## src/rtl/x25519_byte_frontend.sv

```systemverilog
`default_nettype none
// ============================================================================
//  Module   : x25519_byte_frontend
//  Purpose  : Byte-stream front end for the X25519 scalar-multiplication core.
//             Loads a 32-byte little-endian scalar and u-coordinate, applies
//             optional clamping, starts the core once, then streams the
//             256-bit result back out as 32 little-endian bytes.
//  Revision : 1.0 - initial release
// ============================================================================
module x25519_byte_frontend #(
  parameter int CLAMP = 1
) (
  input  logic         clk,
  input  logic         rst_n,
  input  logic         in_valid,
  output logic         in_ready,
  input  logic [7:0]   in_data,
  output logic         out_valid,
  input  logic         out_ready,
  output logic [7:0]   out_data,
  output logic         out_last,
  output logic         mult_en,
  output logic [255:0] mult_e,
  output logic [255:0] mult_work_in,
  input  logic         mult_out_valid,
  input  logic [255:0] mult_work_out,
  output logic         busy
);

  typedef enum logic [2:0] {
    S_LOAD_E = 3'd0,
    S_LOAD_U = 3'd1,
    S_START  = 3'd2,
    S_WAIT   = 3'd3,
    S_SEND   = 3'd4
  } state_t;

  // Clamp masks: scalar loses bits 2:0 and 255 and gains bit 254; u loses bit 255.
  localparam logic [255:0] c_E_AND = (CLAMP != 0) ? {2'b00, {251{1'b1}}, 3'b000} : {256{1'b1}};
  localparam logic [255:0] c_E_OR  = (CLAMP != 0) ? {2'b01, 254'd0}              : 256'd0;
  localparam logic [255:0] c_U_AND = (CLAMP != 0) ? {1'b0, {255{1'b1}}}          : {256{1'b1}};

  state_t         r_state;
  state_t         w_state_nxt;
  logic [4:0]     r_cnt;
  logic [4:0]     w_cnt_nxt;
  logic [255:0]   r_e;
  logic [255:0]   r_u;
  logic [255:0]   r_res;
  logic           w_in_hs;
  logic [7:0]     w_bit_ofs;

  assign w_bit_ofs    = {r_cnt, 3'b000};
  assign mult_e       = (r_e & c_E_AND) | c_E_OR;
  assign mult_work_in = r_u & c_U_AND;
  assign out_data     = r_res[w_bit_ofs +: 8];

  // State and byte-counter registers.
  always_ff @(posedge clk) begin
    if (!rst_n) begin
      r_state <= S_LOAD_E;
      r_cnt   <= 5'd0;
    end else begin
      r_state <= w_state_nxt;
      r_cnt   <= w_cnt_nxt;
    end
  end

  // Next-state, counter and handshake outputs; the 5-bit counter wraps 31->0
  // exactly on the handshakes that leave LOAD_E, LOAD_U and SEND.
  always_comb begin
    w_state_nxt = r_state;
    w_cnt_nxt   = r_cnt;
    in_ready    = 1'b0;
    out_valid   = 1'b0;
    out_last    = 1'b0;
    mult_en     = 1'b0;
    busy        = 1'b1;
    w_in_hs     = 1'b0;
    case (r_state)
      S_LOAD_E: begin
        busy     = 1'b0;
        in_ready = 1'b1;
        w_in_hs  = in_valid;
        if (in_valid) begin
          w_cnt_nxt = r_cnt + 5'd1;
          if (r_cnt == 5'd31) w_state_nxt = S_LOAD_U;
        end
      end
      S_LOAD_U: begin
        in_ready = 1'b1;
        w_in_hs  = in_valid;
        if (in_valid) begin
          w_cnt_nxt = r_cnt + 5'd1;
          if (r_cnt == 5'd31) w_state_nxt = S_START;
        end
      end
      S_START: begin
        mult_en     = 1'b1;
        w_state_nxt = S_WAIT;
      end
      S_WAIT: begin
        if (mult_out_valid) w_state_nxt = S_SEND;
      end
      S_SEND: begin
        out_valid = 1'b1;
        out_last  = (r_cnt == 5'd31);
        if (out_ready) begin
          w_cnt_nxt = r_cnt + 5'd1;
          if (r_cnt == 5'd31) w_state_nxt = S_LOAD_E;
        end
      end
      default: begin
        w_state_nxt = S_LOAD_E;
        w_cnt_nxt   = 5'd0;
      end
    endcase
  end

  // Operand bytes are written in place at byte[cnt]; the result is captured
  // only while waiting on the core, so stray core valids are ignored.
  always_ff @(posedge clk) begin
    if (!rst_n) begin
      r_e   <= 256'd0;
      r_u   <= 256'd0;
      r_res <= 256'd0;
    end else begin
      if (w_in_hs && (r_state == S_LOAD_E)) r_e[w_bit_ofs +: 8] <= in_data;
      if (w_in_hs && (r_state == S_LOAD_U)) r_u[w_bit_ofs +: 8] <= in_data;
      if ((r_state == S_WAIT) && mult_out_valid) r_res <= mult_work_out;
    end
  end

endmodule
`default_nettype wire

```

## config.mk

```make
export PLATFORM = sky130hd
export DESIGN_NAME = x25519_byte_frontend
export DESIGN_NICKNAME = d
export VERILOG_FILES = /design/src/rtl/x25519_byte_frontend.sv
export SDC_FILE = /design/constraint.sdc
export NUM_CORES = 2
export LEC_CHECK = 0
export CAP_MARGIN = 10
export CORE_AREA = 3 3 310 312
export DETAILED_ROUTE_END_ITERATION = 12
export DIE_AREA = 0 0 313 315
export PLACE_DENSITY = 0.59
export SLEW_MARGIN = 20
export SYNTH_ARGS = -nofsm -noshare
export SYNTH_HDL_FRONTEND = slang
export SYNTH_SLANG_ARGS = --single-unit
```

## constraint.sdc

```tcl
create_clock -name clk -period 8.4 [get_ports clk]
set_clock_uncertainty 0.1 [all_clocks]
set_input_delay 1.68 -clock clk [delete_from_list [all_inputs] [get_ports clk]]
set_output_delay 1.68 -clock clk [all_outputs]
set_load 0.01 [all_outputs]
```

# Word level (Yosys, flattened, before mapping)
# Cells that the tools add are included.
# W data, S select, Z words.
[word_totals]
register_bits = 776
input_bits = 269
out_inout_bits = 525
wordCells = 51
[classes]
add_sub_neg = 2
n_eq_ne = 13
shifts = 3
n_mux = 19
bitwise_logic = 1
n_reduce_logical = 8
[ops]
columns = ["op", "n"]
rows = [
  ["$bwmux W256", 2],
  ["$shift A8 B10 Y256 const A", 1],
  ["$shiftx A256 B9 Y8", 1],
  ["$shiftx A8 B10 Y256", 1],
  ["$mux W3", 7],
  ["$pmux W3 S5", 1],
  ["$pmux W5 S3", 1],
  ["$ne A2 B2 Y1 const B", 7],
  ["$mux W5", 2],
  ["$neg A8 Y10", 1],
  ["$reduce_and A7 Y1", 1],
  ["$eq A3 B2 Y1 const B", 2],
  ["$mux W1", 6],
  ["$add A5 B1 Y5 const B", 1],
  ["$eq A5 B5 Y1 const B", 1],
  ["$reduce_or A2 Y1", 2],
  ["$eq A3 B1 Y1 const B", 1],
  ["$eq A3 B3 Y1 const B", 1],
  ["$logic_and A1 B1 Y1", 3],
  ["$logic_not A3 Y1", 1],
  ["$reduce_and A3 Y1", 1],
  ["$ne A2 B1 Y1 const B", 1],
  ["$not A1 Y1", 1],
]

# Logic depth before layout (Yosys ltp)
[depth]
depth_word = 4
mapped_depth = 12
depth_no_buf = 7

# Least setup slack after synthesis
# No wires, ideal clock.
[synth_path]
path_type = "register -> output"
startpoint = "register r_cnt[0]"
endpoint = "output port out_data[6]"
t_arrival_ns = 1.919
required_time_ns = 6.620
slack_ns = 4.701
stages_incl_launch_ff = 7
n_path_buf = 3
cell_sequence = "dfxtp_1 -> buf_4 -> buf_4 -> buf_4 -> mux4_2 -> a211oi_1 -> a21oi_1"
[synth_via]
elab_chain_len = 1
[synth_rtl]
columns = ["element", "line", "rtl"]
rows = [
  ["from (decl)", "45", "logic [4:0] r_cnt;"],
  ["from (signal assigned)", "65", "r_cnt <= w_cnt_nxt;"],
  ["$shiftx A256 B9 Y8", "56", "assign out_data = r_res[w_bit_ofs +: 8];"],
  ["to (decl)", "20", "output logic [7:0] out_data,"],
]
# Every way passes these cells.

# Worst setup path after layout
[layout_path]
startpoint = "register r_cnt[0]"
endpoint = "output port out_data[7]"
# Same word-level chain as after synthesis.

==> results.md <==
- GP Congestion: 0.851
- FILL cells: 9022
- # port buffers: 787
- Final WL: about 120 mm
- Nets: 4177
- DR pass1 iterations: 5
- Number of I/O pins: 794
- Fraction of layout cells with a size suffix above 1: 7.70%
- Num CTS Buffers: 87
- Placed Instance Area: 39500 um^2
- VDD IR max: 0.161 mV
- Endpoints failing hold: 0
- Tcrit/Tclk final: 69.8%
- Yosys reg bits: 770
- # DRC: 0
- Clock buffer depth: 3
- Initial antenna violation count: 8
- Status: finished, final reports clean
- Fin util: 45.6%
- Largest net degree at the start of global routing: 237
- Crit end category: output pin
- H-tree lvl count: 3
- Vias after detailed routing: 26000
- Die Span Y: 315 um
- Max cap viols: 0
- Vias per inst: roughly 5
- Final Max Tran Viols: 0
- PwrDens: 192 nW/um^2
- Core ar.: 93300 um^2
- GRT Overall Usage: a little under a quarter
- Final setup viols: 0
- Layout area overhead: 38.2%
- Asr flop ratio synth: 0%
- Vias in the first global route: ~25000
- Fmax: 170 MHz
- CTS tree: yes
- Post-synthesis cell type count: 68
- Crit Path Max Fanout: 49
- Most numerous cell in the Yosys netlist: nand2_1
- Worst slew pin tran: 1.24 ns
- R2R depth: 7
- Relative slew slack: 17.4%
- Clock slew at reported path FFs: 0.06 ns
- Largest area contributor in the netlist: dfxtp_1
- CP startpoint kind: flip-flop
- Critical path arrival: 4.09 ns
- First-pass GRT wire length: 174 mm
- Die width: 313 um
- HP Class: flip-flop to flip-flop
- CTS sink count: 770
- RSZ-0062 raised after global routing: false
- Top cells by count, synth: 1043 x nand2_1, 770 x dfxtp_1, 538 x mux2i_1, 267 x a21oi_1, 195 x clkbuf_1
- Synth Flop Type: dfxtp_1
- Post-synth EDFFs: 0
- Final setup TNS: 0 ns
- Avg Cell Area, Syn: 9.49 um^2
- Synth Cell Area: between 30000 and 40000 um^2
- Yosys top cell area share: 50.0%
- Placement row count: between 100 and 150
- Fin crit period: between 5 and 6 ns
- Post-Syn Instances: approximately 3200
- Average wire per standard cell: between 20 and 25 um
- WHS Path Cells: 2
- Initial core utilization: 33.0%
- Synth area leaders: dfxtp_1 50%, mux2i_1 17%, nand2_1 13%
- Seq/Total Area, Yosys: 50.0%
- Clk_lat worst skew: 0.64 ns
- P_leak: 16.1 nW
- Post-CTS sizing: 0
- DP Wirelength: 90.0 mm
- Crit Path Class: flip-flop to output pin
- Initial DRC count: 2312
- Die footprint: 98600 um^2
- Critical path data required time: between 6 and 7 ns
- Overflow after GRT: 0
- Root Driver: clkbuf_16
- Hold Buf Count CTS: 0
- Post-route cell area: around 43000 um^2
- Setup bufs post-CTS: 0
- Syn. warnings: 0
- Fin Hold WS: 0.353 ns
- Antenna viol nets, final: 0
==> cell families (layout without fill, tap and decap cells) <==
kind of cell | count (synthesis) | in the layout | share of synthesized area, %
DFF | 770 | 770 | 50.0
muxes | 589 | 589 | 21.1
adders and majority gates | 6 | 6 | 0.244
AOI/OAI and AO/OA | 360 | 360 | 7.70
xor gates and xnor gates | 6 | 6 | 0.170
and+or+nand+nor | 1249 | 1249 | 16.9
other | 2 | 10 | 0.0244
buffers and inverters | 265 | 987 | 3.80
==> placed cells by master, fill, tap and decap left out, types with 18 or more instances in the layout <==
master	instances
o21ai_4	21
a21oi_1	267
nand2_1	1043
clkinv_2	18
nand4_1	62
dfxtp_1	767
clkbuf_1	19
nand3_1	34
nor2_1	25
clkdlybuf4s50_1	784
mux2i_1	538
buf_4	32
and3_1	21
mux4_2	49
clkbuf_16	89
==> metal layers <==
layer	track usage, %	up-vias	share of wire (%)
met5	0	-	0.037
met4	7.02	6	2.8
met3	5.46	159	6.9
met2	40.9	950	49
met1	29.4	12500	41
li1	-	12400	-
==> where the power goes <==
| group | internal [W] | total (W) | switching (W) |
|---|---|---|---|
| Clock | 0.00244 | 0.00404 | 0.00161 |
| Sequential | 0.00366 | 0.00367 | 0.0000174 |
| Combinational | 0.000181 | 0.000458 | 0.000278 |
| Total | 0.00627 | 0.00817 | 0.00190 |
==> worst paths after layout <==
| path | start | end | slack, ns |
|---|---|---|---|
| worst max-delay path | r_cnt[0] | out_data[7] | 2.53 |
| worst min-delay path | r_res[120] | r_res[120] | 0.35 |
| worst max register to register | r_cnt[1] | r_e[138] | 3.79 |
| worst min register to register | r_res[120] | r_res[120] | 0.35 |
==> sequential cells by signal (all words and copies together), names as in the netlist <==
name / flops
r_state: 3
r_e: 251
r_cnt: 5
r_u: 255
r_res: 256
==> worst max-delay path: stages, from the launching register on <==
cell and delay, ns:
dfxtp_4 0.77, buf_4 0.82, mux4_2 0.59, a22o_1 0.24
nor4_1 0.34, a21oi_1 0.12, clkdlybuf4s50_1 0.51
==> stage by stage <==
stage / power, W / instances / setup WS, ns
final: 0.00817 / 5231 / 2.53
after global routing: 0.00841 / 5231 / 2.21
after CTS: 0.00826 / 5226 / 2.41
after detailed placement: 0.00421 / 5066 / 3.14
after global placement: 0.00422 / 5066 / 3.19
after floorplan: 0.00397 / 3251 / 4.70
==> final cells by class <==
type | instances | area [um^2] | area share [%]
antenna | 4 | 10.0 | 0.0235
clock buffer | 120 | 2460 | 5.78
clock inverter | 40 | 574 | 1.35
inverter | 4 | 22.5 | 0.0529
multi-input combinational | 2216 | 14300 | 33.7
sequential | 770 | 15400 | 36.2
tap | 1254 | 1570 | 3.68
timing repair buffer | 823 | 8200 | 19.2
No activity file was read; power rests on OpenSTA's default activity.
